$ cat src/rtl/tff_array_pkg.sv
// Shared constants and the ripple-carry toggle helper for the tff_array toggle bank.
package tff_array_pkg;

  localparam int unsigned MAX_WIDTH = 64;

  localparam bit CASCADE_OFF = 1'b0;
  localparam bit CASCADE_ON  = 1'b1;

  typedef logic [MAX_WIDTH-1:0] tvec_t;

  // Bit i toggles only when every lower bit toggles and is currently 1, gated by t_req[i].
  function automatic tvec_t cascade_toggle(input tvec_t t_req, input tvec_t q);
    tvec_t t;
    t    = {MAX_WIDTH{1'b0}};
    t[0] = t_req[0];
    for (int i = 1; i < MAX_WIDTH; i++) begin
      t[i] = t_req[i] & t[i-1] & q[i-1];
    end
    return t;
  endfunction

endpackage

$ cat src/rtl/tff_cell.sv
// One toggle bit: sync reset to INIT_BIT, optional load (TFF_ARRAY_LOAD_EN), enabled XOR toggle.
module tff_cell
  import tff_array_pkg::*;
#(
  parameter logic INIT_BIT = 1'b0
) (
  input  logic clk_i,
  input  logic rst_i,
  input  logic en_i,
  input  logic t_i,
`ifdef TFF_ARRAY_LOAD_EN
  input  logic ld_i,
  input  logic d_i,
`endif
  output logic q_o
);

  logic q_d;
  logic q_q;

  always_comb begin
    q_d = q_q;
`ifdef TFF_ARRAY_LOAD_EN
    if (ld_i) begin
      q_d = d_i;
    end else if (en_i) begin
      q_d = q_q ^ t_i;
    end else begin
      q_d = q_q;
    end
`else
    if (en_i) begin
      q_d = q_q ^ t_i;
    end else begin
      q_d = q_q;
    end
`endif
  end

  always_ff @(posedge clk_i) begin
    if (rst_i) begin
      q_q <= INIT_BIT;
    end else begin
      q_q <= q_d;
    end
  end

  assign q_o = q_q;

endmodule

$ cat src/rtl/tff_array.sv
// WIDTH-bit toggle flip-flop bank with optional ripple-carry cascade, carry-out and change flag.
// Load port behaviour is compiled in only when TFF_ARRAY_LOAD_EN is defined.
module tff_array
  import tff_array_pkg::*;
#(
  parameter int unsigned      WIDTH   = 8,
  parameter logic [WIDTH-1:0] INIT    = {WIDTH{1'b0}},
  parameter bit               CASCADE = CASCADE_OFF
) (
  input  logic             C,
  input  logic             R,
  input  logic             E,
  input  logic [WIDTH-1:0] T,
  input  logic             L,
  input  logic [WIDTH-1:0] D,
  output logic [WIDTH-1:0] Q,
  output logic             CO,
  output logic             CHG
);

  if ((WIDTH < 1) || (WIDTH > MAX_WIDTH)) begin : g_width_check
    $error("tff_array: WIDTH must be in 1..%0d", MAX_WIDTH);
  end

  logic [WIDTH-1:0] q_s;
  logic [WIDTH-1:0] t_s;
  logic             co_raw_s;
  logic             chg_d;
  logic             chg_q;

  always_comb begin
    t_s = T;
    if (CASCADE == CASCADE_ON) begin
      t_s = WIDTH'(cascade_toggle(MAX_WIDTH'(T), MAX_WIDTH'(q_s)));
    end else begin
      t_s = T;
    end
  end

  for (genvar i = 0; i < WIDTH; i++) begin : g_cell
    tff_cell #(
      .INIT_BIT (INIT[i])
    ) u_cell (
      .clk_i (C),
      .rst_i (R),
      .en_i  (E),
      .t_i   (t_s[i]),
`ifdef TFF_ARRAY_LOAD_EN
      .ld_i  (L),
      .d_i   (D[i]),
`endif
      .q_o   (q_s[i])
    );
  end

`ifndef TFF_ARRAY_LOAD_EN
  logic unused_load_s;
  assign unused_load_s = ^{L, D};
`endif

  // Cascade: carry out of the top bit. Independent: the next state is all ones.
  always_comb begin
    co_raw_s = 1'b0;
    if (CASCADE == CASCADE_ON) begin
      co_raw_s = E & t_s[WIDTH-1] & q_s[WIDTH-1];
    end else begin
      co_raw_s = E & (&(q_s ^ t_s));
    end
  end

`ifdef TFF_ARRAY_LOAD_EN
  assign CO = co_raw_s & ~R & ~L;
`else
  assign CO = co_raw_s & ~R;
`endif

  always_comb begin
    chg_d = 1'b0;
`ifdef TFF_ARRAY_LOAD_EN
    if (L) begin
      chg_d = (D != q_s);
    end else if (E) begin
      chg_d = |t_s;
    end else begin
      chg_d = 1'b0;
    end
`else
    if (E) begin
      chg_d = |t_s;
    end else begin
      chg_d = 1'b0;
    end
`endif
  end

  always_ff @(posedge C) begin
    if (R) begin
      chg_q <= 1'b0;
    end else begin
      chg_q <= chg_d;
    end
  end

  assign Q   = q_s;
  assign CHG = chg_q;

endmodule

$ cat config.mk
export PLATFORM = sky130hd
export DESIGN_NAME = tff_array
export DESIGN_NICKNAME = d
export VERILOG_FILES = /design/src/rtl/tff_array_pkg.sv /design/src/rtl/tff_cell.sv /design/src/rtl/tff_array.sv
export SDC_FILE = /design/constraint.sdc
export NUM_CORES = 1
export LEC_CHECK = 0
export BUFFER_PORTS_ARGS = -buffer_cell sky130_fd_sc_hd__buf_4
export CAP_MARGIN = 20
export CORE_AREA = 5 5 42 44
export DETAILED_ROUTE_END_ITERATION = 10
export DIE_AREA = 0 0 47 49
export GPL_ROUTABILITY_DRIVEN = 0
export PLACE_DENSITY = 0.75
export SETUP_SLACK_MARGIN = 0.05
export SYNTH_ARGS = -nofsm -noshare
export SYNTH_HDL_FRONTEND = slang
export SYNTH_SLANG_ARGS = --single-unit
$ cat constraint.sdc
create_clock -name C -period 1.25 [get_ports C]
set_input_delay 0.125 -clock C [delete_from_list [all_inputs] [get_ports C]]
set_output_delay 0.125 -clock C [all_outputs]
set_load 0.1 [all_outputs]
Word level (Yosys, flattened, before mapping). Cells that the tools add are included.

Bitwise gates (word level): 13. Reduce and logical (&&, ||, !) cells: 3.

Operators with widths (count): 8-bit AND reduction (1); 8-bit OR reduction (1); 1-bit bitwise XOR (8); 8-bit bitwise XOR (1); 1-bit bitwise AND (2); 1-bit NOT (2); 2-bit OR reduction (1).

Bits in registers: 9. Input port bits: 20. Output and inout bits: 10. Logic and storage cells: 25.

Logic depth before layout (Yosys ltp). Gate-level depths: netlist (run 1).

Depth in word-level cells: 4. Depth in mapped cells: 4. Mapped depth without buffers: 3.

Cells and area by module. Synthesis (run 1) repeated with hierarchy kept, for this count alone.

Cell total of the unflattened synthesis: 48. Area, all modules: 508.0 µm².

Modules (own cells, without submodules): tff_cell (instances 8, cells an instance 4, area each 46.3 µm², seq. area each 20.0 µm²); tff_array (instances 1, cells an instance 16, area each 137.6 µm², seq. area each 20.0 µm²).

Least setup slack after synthesis (run 1). No wires, ideal clock.

Kind: register to output. Start: register g_cell[1].u_cell.q_q. End: output port CO. Arrival: 2354 ps. Data required time: 1125 ps. Path slack: -1229 ps. Cell stages (with the launch flop): 4. Buffers on the path: 0. Path through: dfxtp_1 xor2_1 nand4_1 nor4_2.

Word-level cells in the longest chain between the ends: 4.

RTL lines: start, declared (RTL line tff_cell.sv:19) `logic q_q;`; start signal, assigned (RTL line tff_cell.sv:44) `q_q <= q_d;`; 8-bit bitwise XOR (RTL line tff_array.sv:67) `co_raw_s = E & (&(q_s ^ t_s));`; 8-bit AND reduction (RTL line tff_array.sv:67); 1-bit bitwise AND (RTL line tff_array.sv:67); 1-bit bitwise AND (RTL line tff_array.sv:74) `assign CO = co_raw_s & ~R;`; end, declared (RTL line tff_array.sv:17) `output logic CO,`.

No other way between the ends.

Final worst setup path (run 1).
Start: register g_cell[4].u_cell.q_q. End: output port CO.

Word-level cells in the longest chain between the ends: 4.

RTL lines (RTL line): start, declared (tff_cell.sv:19); start signal, assigned (tff_cell.sv:44); 8-bit bitwise XOR (tff_array.sv:67); 8-bit AND reduction (tff_array.sv:67); 1-bit bitwise AND (tff_array.sv:67); 1-bit bitwise AND (tff_array.sv:74).

No other way between the ends.

==> results of run 1 <==
-- power breakdown --
| part | switching, uW | internal, uW | total, uW |
|---|---|---|---|
| registers | 16.8 | 313 | 330 |
| clock network | 106 | 123 | 230 |
| logic | 258 | 122 | 380 |
| total | 381 | 558 | 940 |
-- worst max-delay path by stage --
| stage | from | to | slack [ns] | cells past startpoint |
|---|---|---|---|---|
| finish | g_cell[4].u_cell.q_o | CO | -0.31 | 4 |
| detailed placement | g_cell[2].u_cell.q_o | CO | -0.09 | 4 |
| global route | g_cell[6].u_cell.q_o | CO | -0.40 | 4 |
| global placement | g_cell[5].u_cell.q_o | CO | -0.08 | 4 |
| CTS | g_cell[4].u_cell.q_o | CO | -0.33 | 4 |
| floorplan | g_cell[6].u_cell.q_o | CO | -0.58 | 3 |
-- sequential cells by signal, summed over array words and instances, names as in the netlist --
| register | count |
|---|---|
| CHG | 1 |
| g_cell.u_cell.q_o | 8 |
-- cells by family after synthesis --
| logic type | Yosys count | share of synthesized area [%] |
|---|---|---|
| compound gates | 1 | 1.01 |
| xor+xnor | 16 | 28.2 |
| buf+inv | 10 | 13.9 |
| flops | 9 | 36.3 |
| simple gates | 22 | 20.7 |
-- cell type report --
cell class | instances | area (sq um) | area share, %
Multi-Input combinational cell | 39 | 256 | 35.1
Timing Repair Buffer | 32 | 244 | 33.4
Clock buffer | 4 | 26.3 | 3.60
Tap cell | 16 | 20.0 | 2.74
Sequential cell | 9 | 184 | 25.2
-- worst register-to-register path, delay by kind of cell (launching register included) --
kind | cells | cell delay [ns]
xor gates and xnor gates | 1 | 0.16
and+or+nand+nor | 1 | 0.06
DFF | 1 | 0.32
buffers and inverters | 1 | 0.14
-- cells in the final DEF, fill, tap and decap left out, drive strengths merged --
cell,synthesis,final
nor4,3,3
xnor2,1,1
clkbuf,1,4
nor2,8,8
xor2,15,15
nand3,1,1
a21oi,1,1
nand2b,1,1
buf,9,32
dfxtp,9,9
nand4,1,1
nand2,8,8
-- metal layers --
metal	up-vias	global-route usage (%)
li1	226	-
met1	202	12.4
met2	16	17.0
met3	2	2.58
met4	0	6.91
met5	-	0
-- metrics by stage --
stage	hold WS (ns)	util, %	setup slack [ns]	instances	TNS (ns)
finish	0.166	52.1	-0.312	100	-0.312
global route	0.189	52.1	-0.396	100	-0.396
CTS	0.178	52.1	-0.330	100	-0.330
detailed placement	0.449	50.0	-0.0864	96	-0.0864
global placement	0.448	50.0	-0.0835	96	-0.0835
floorplan	0.279	-	-0.579	58	-0.579
-- what timing repair did --
item | 4_1_cts | 5_1_grt
gates resized for setup | 1 | 0
endpoints found under the setup margin | 1 | 1
pin swaps | 2 | 0
==> run metrics, run 1 <==
Crit Path Max Fanout=2; share of the synthesized area in the top cell type=36.3%; status=finished, violations left; GRT overflow=0; die height=49 um; Placement Rows=14; Highest Signal Layer=met4; initial core utilization=between 30% and 40%; Hold EP=CHG; largest net degree at the start of global routing=10; RSZ-0062 raised after global routing=yes; initial antenna violation count=0; die width=47 um; Post-CTS Setup Bufs=0; Top FF cell, synth=dfxtp_1; Layout fillers=146; Final Hold Vio Count=0; first-pass GRT wire length=1.81 mm; DPL Wire Length=891 um; clock sinks=9; IO Count=30; Post-Syn Instances=58; Lkg Pwr=0.000376 uW; Post-Syn Area per Cell=8.56 sq um; Hold Path Stages=3; Final Power=940 uW; metal2 WL=519 um; Setup crit end kind=primary output; first-pass detailed-route iteration total=2; GRT Util Overall=10.8%; number of global-route vias before repair=479; DIE AREA=0.00230 sq mm; CP peak stage delay=0.34 ns; Worst setup SP type=register; HP Start=T[2]; CTS Hold Bufs=0; crit share post-route=125%; Mapped Nets=78; Reg2Reg Depth=3; Worst Setup Slack, final=-0.312 ns; Async SR Flop Fraction=0%; most frequent cell after synthesis=xor2_1; Unique masters post-synth=14; clock latency on the worst-skew pair=0.26 ns; worst reg2reg setup slack=around 0.48 ns; cell taking the most area after synthesis=dfxtp_1; DRC violations left=0; Critical-path top delay cell=dfxtp_2; detailed router's first-iteration violation count=1; clock tree from TritonCTS=built; layout cell share with drive strength beyond 1=46.4%; WL met3=85 um; Final ANT Viol Nets=0; Avg WL per Cell=10.7 um; top cells by area, synth=dfxtp_1 36%, xor2_1 26%, buf_4 12%; WS Path Type=register to primary output; Bufs and invs on worst path=1; core area=0.00140 sq mm; top post-synthesis cells by count=15 x xor2_1, 9 x dfxtp_1, 8 x buf_4, 8 x nand2_1, 8 x nor2_1; failing checks=negative setup slack; Critical Path AT=1.44 ns; Crit path max-delay family=simple AND/OR/NAND/NOR gates; area of placed instances=701 sq um; Layout area overhead=47.1%; yosys warns=0; achievable clock frequency=approximately 640 MHz; Final nets=~110; H-tree Lvls=1; DR vias=about 450; Root Driver=clkbuf_4; clock buffer depth=2; Tightest Pin Transition=0.288 ns; skew final=0 ns; Cell Area, Synth=around 500 sq um; port bufs=20; DR vias/cell=4.46; final setup fails=1; Slew HR=around four fifths; reg2reg start=g_cell[5].u_cell.q_o; CP cell instances=xor2_1, nand3_1, nor4_4, buf_6; met1 WL=440 um; Post-synth EDFFs=0; ANT cells=0; WL final=1.07 mm; post-layout instance area=731 sq um; Hold WC Path Type=input pin to register; Max Slew Vio Count=0; fin crit period=1.56 ns; number of max-cap violations=0; clock-pin slew on the worst setup and hold paths=0.06 ns; PwrDens=roughly 1300 mW/mm^2; peak supply drop=approximately 720 uV; FF-to-FF End=g_cell[5].u_cell.q_o; part of the Yosys area used for sequential elements=36.3%; Req. time, crit path=1.12 ns; FF+latch count, synth=9; TritonCTS Buffers=3
Note: power is estimated with default switching activity, not from simulation.
==> run 2: changes to the inputs <==
--- a/config.mk
+++ b/config.mk
@@ -11,7 +11,7 @@
 export DETAILED_ROUTE_END_ITERATION = 10
 export DIE_AREA = 0 0 47 49
 export GPL_ROUTABILITY_DRIVEN = 0
-export PLACE_DENSITY = 0.75
+export PLACE_DENSITY_LB_ADDON = 0.2
 export SETUP_SLACK_MARGIN = 0.05
 export SYNTH_ARGS = -nofsm -noshare
 export SYNTH_HDL_FRONTEND = slang
==> run 2 against run 1 <==
Against the previous run:
- the run still ends with negative setup slack left
- core utilization did not move
- sequential share of layout area unchanged
- clock skew did not move
- largest cell class unchanged
- largest power group unchanged
- highest routed layer unchanged
==> run metrics, run 2 (synthesis results as in run 1) <==
status=finished, violations left; failing checks=negative setup slack; die height=49 um; WS Path Type=register to primary output; first-pass detailed-route iteration total=3; achievable clock frequency=646 MHz; crit share post-route=124%; clock tree from TritonCTS=built; final setup fails=1; Setup crit end kind=primary output; Req. time, crit path=approximately 1.1 ns; number of flip-flops in the largest register=8; DRC violations left=0; Hold WS=0.157 ns; Tightest Pin Transition=between 0.2 and 0.3 ns; initial antenna violation count=0; H-tree Lvls=1; Hold WC Path Type=input pin to register; core area=0.00140 sq mm; Worst setup SP type=register; Avg WL per Cell=10.7 um; GRT overflow=0; DPL Wire Length=around 880 um; RSZ-0062 raised after global routing=yes; skew final=0 ns; most frequent cells in the layout=31 x buf_4, 15 x xor2_1, 8 x nand2_1, 8 x nor2_1, 6 x dfxtp_1; post-layout instance area=731 sq um; ANT cells=0; clock sinks=9; leading cell type in the layout, fill and taps excluded=buf_4; PwrDens=1270 mW/mm^2; Max Slew Vio Count=0; DIE AREA=0.00230 sq mm; Slew HR=81.6%; clock buffer depth=2; initial core utilization=35.4%; DR vias/cell=4.25; Placement Rows=14; Root Driver=clkbuf_4; first-pass GRT wire length=1.65 mm; IO Count=30; peak supply drop=577 uV; Final ANT Viol Nets=0; Layout area overhead=47.1%; port bufs=20; Post-CTS Setup Bufs=0; GRT Util Overall=between 10% and 20%; Critical Path AT=1.42 ns; fin crit period=roughly 1.5 ns; number of max-cap violations=0; layout cell share with drive strength beyond 1=46.4%; clock-pin slew on the worst setup and hold paths=roughly 0.06 ns; WL final=1.07 mm; Final nets=105; detailed router's first-iteration violation count=2; Final Hold Vio Count=0; number of global-route vias before repair=about 420; clock latency on the worst-skew pair=0.25 ns; largest net degree at the start of global routing=10; area of placed instances=701 sq um; Crit Path Max Fanout=2; DR vias=roughly 430; Lkg Pwr=0.000376 uW; TritonCTS Buffers=3; Worst Setup Slack, final=-0.298 ns; die width=47 um; worst slack, placed=-0.111 ns
## run 2: routing by layer
metal / routed length [um] / track usage [%]
met1: 468 / 12.2
met2: 496 / 15.2
met5: 0 / 0
met4: 10 / 5.53
met3: 97 / 3.32
## run 2: layout make-up
type	count	area, sq um
Timing Repair Buffer	32	244
Tap cell	16	20.0
Clock buffer	4	26.3
Sequential cell	9	184
Fill cell	148	671
Multi-Input combinational cell	39	256
## run 2: where the power goes
part	switching, uW	internal, uW
clock	90.9	122
sequential	16.6	313
combinational	260	122
total	368	557
## run 2: stage by stage
stage / cells / utilization (%) / power [uW] / TNS (ns)
finish: 100 / 52.1 / 925 / -0.298
global route: 100 / 52.1 / 981 / -0.371
CTS: 100 / 52.1 / 938 / -0.316
detailed placement: 96 / 50.0 / 719 / -0.111
global placement: 96 / 50.0 / 715 / -0.101
floorplan: 58 / - / 626 / -0.579
## run 2: timing repair
item,4_1_cts,5_1_grt
gates resized for setup,1,0
hold buffers,0,0
pin swaps,2,0
endpoints found under the setup margin,1,1
## run 2: worst paths after layout
check,from,to,slack (ns),cells past startpoint
setup / recovery,g_cell[4].u_cell.q_o,CO,-0.30,4
hold / removal,T[5],CHG,0.16,3
setup reg to reg,g_cell[5].u_cell.q_o,g_cell[5].u_cell.q_o,0.46,3
hold reg to reg,g_cell[3].u_cell.q_o,g_cell[3].u_cell.q_o,0.59,2
## run 2: worst max-delay path, stage by stage (launching register included)
cell and delay [ns]:
dfxtp_2 0.33, xor2_1 0.14, nand3_1 0.13, nor4_4 0.31
buf_6 0.26
==> run 3: changes to the inputs <==
--- a/config.mk
+++ b/config.mk
@@ -5,11 +5,11 @@
 export SDC_FILE = /design/constraint.sdc
 export NUM_CORES = 1
 export LEC_CHECK = 0
-export BUFFER_PORTS_ARGS = -buffer_cell sky130_fd_sc_hd__buf_4
 export CAP_MARGIN = 20
 export CORE_AREA = 5 5 42 44
 export DETAILED_ROUTE_END_ITERATION = 10
 export DIE_AREA = 0 0 47 49
+export DONT_BUFFER_PORTS = 1
 export GPL_ROUTABILITY_DRIVEN = 0
 export PLACE_DENSITY_LB_ADDON = 0.2
 export SETUP_SLACK_MARGIN = 0.05
==> run 3 against run 2 <==
Against the previous run:
- the flow still finishes with violations (negative setup slack)
- clock power rose by 5%
- design area fell by 20%
- wire length fell by 8.1%
- global-route usage fell by 0.71 points
- sequential power barely moved
- flip-flop and latch count did not move
- total power fell by 7.1%
- worst hold slack got worse by 0.13 ns
- largest cell class unchanged
- non-clock buffer count fell by 21
==> run metrics, run 3 (synthesis results as in run 1) <==
first-pass GRT wire length=1.49 mm; Avg WL per Cell=12.5 um; most frequent cells in the layout=15 x xor2_1, 9 x buf_4, 8 x nand2_1, 8 x nor2_1, 6 x dfxtp_1; H-tree Lvls=1; initial core utilization=about 35%; Slew HR=76.7%; GRT Util Overall=under 10%; leading cell type in the layout, fill and taps excluded=xor2_1; detailed router's first-iteration violation count=6; number of flip-flops in the largest register=8; post-CTS sizing=0; Util after Layout=approximately two fifths; GRT overflow=0; clock sinks=9; number of max-cap violations=0; Highest Signal Layer=met4; die width=47 um; Placement Rows=14; DRC violations left=0; layout cell share with drive strength beyond 1=27.0%; skew final=0 ns; worst slack, placed=-0.0358 ns; Crit Path Max Fanout=2; final setup fails=1; Critical Path AT=1.43 ns; post-layout instance area=584 sq um; WS Path Type=register to primary output; achievable clock frequency=approximately 640 MHz; clock latency on the worst-skew pair=around 0.26 ns; crit share post-route=125%; RSZ-0062 raised after global routing=yes; Tightest Pin Transition=0.348 ns; fin crit period=roughly 1.6 ns; first-pass detailed-route iteration total=2; IO Count=30; core area=0.00140 sq mm; Worst setup SP type=register; WL final=986 um; Layout area overhead=17.6%; Final Hold Vio Count=0; TritonCTS Buffers=3; clock-pin slew on the worst setup and hold paths=0.06 ns; DR vias=360; clock buffer depth=2; initial antenna violation count=0; port bufs=0; Worst Setup Slack, final=-0.310 ns; Hold WC Path Type=input pin to register; DPL Wire Length=783 um; met1 WL=~400 um; number of global-route vias before repair=356; Root Driver=clkbuf_4; PwrDens=1470 mW/mm^2; largest net degree at the start of global routing=10; status=finished, violations left; Final ANT Viol Nets=0; Final nets=84; peak supply drop=just under 500 uV; DR vias/cell=4.56; DIE AREA=0.00230 sq mm; Max Slew Vio Count=0; Hold WS=0.0303 ns; metal2 WL=402 um; failing checks=negative setup slack; area of placed instances=548 sq um; ANT cells=0; Req. time, crit path=1.12 ns; Setup crit end kind=primary output; clock tree from TritonCTS=built; Lkg Pwr=0.000274 uW; WL met3=156 um; die height=49 um
[run 3: cell count changes in the layout (fill, tap and decap cells not counted), sizes merged]
cell and delta:
dlygate4sd3 +1, buf -22
[run 3: timing repair]
item	in CTS	in global routing
setup endpoints to repair	1	1
endpoints found under the hold margin	8	0
setup buffers	0	0
hold buffers	1	0
gates cloned	0	0
pin swaps	1	1
[run 3: final timing paths]
check	startpoint	to	slack, ns	cells past startpoint
worst max register to register	g_cell[5].u_cell.q_o	g_cell[5].u_cell.q_o	0.25	3
worst max-delay path	g_cell[7].u_cell.q_o	CO	-0.31	4
worst min register to register	g_cell[6].u_cell.q_o	g_cell[6].u_cell.q_o	0.82	3
worst min-delay path	T[6]	CHG	0.03	2
[run 3: report_power, final]
part	total [uW]	internal, uW	switching, uW
Sequential	328	313	14.9
Clock	224	123	101
Combinational	308	71.9	236
Total	860	508	352
[run 3: layer usage]
| metal | GRT usage, % | vias up |
|---|---|---|
| met1 | 11.3 | 154 |
| met3 | 4.43 | 4 |
| met4 | 8.29 | 0 |
| met5 | 0 | - |
| met2 | 11.8 | 17 |
| li1 | - | 185 |
[run 3: final cells by class]
| class | instances | area [sq um] |
|---|---|---|
| tap | 16 | 20.0 |
| timing repair buffer | 11 | 97.6 |
| multi-input combinational | 39 | 256 |
| sequential | 9 | 184 |
| fill | 155 | 817 |
| clock buffer | 4 | 26.3 |
[run 3: metrics by stage]
step | setup TNS (ns) | total power, uW | instances
final | -0.310 | 860 | 79
after global routing | -0.385 | 904 | 79
after CTS | -0.315 | 878 | 79
after detailed placement | -0.0358 | 637 | 74
after global placement | -0.0395 | 636 | 74
after floorplan | -0.579 | 626 | 58
[run 3: worst max-delay path: stages (launching register included)]
cell and delay (ns):
dfxtp_2 0.33, xor2_1 0.14, nand3_1 0.14, nor4_4 0.34
buf_12 0.21
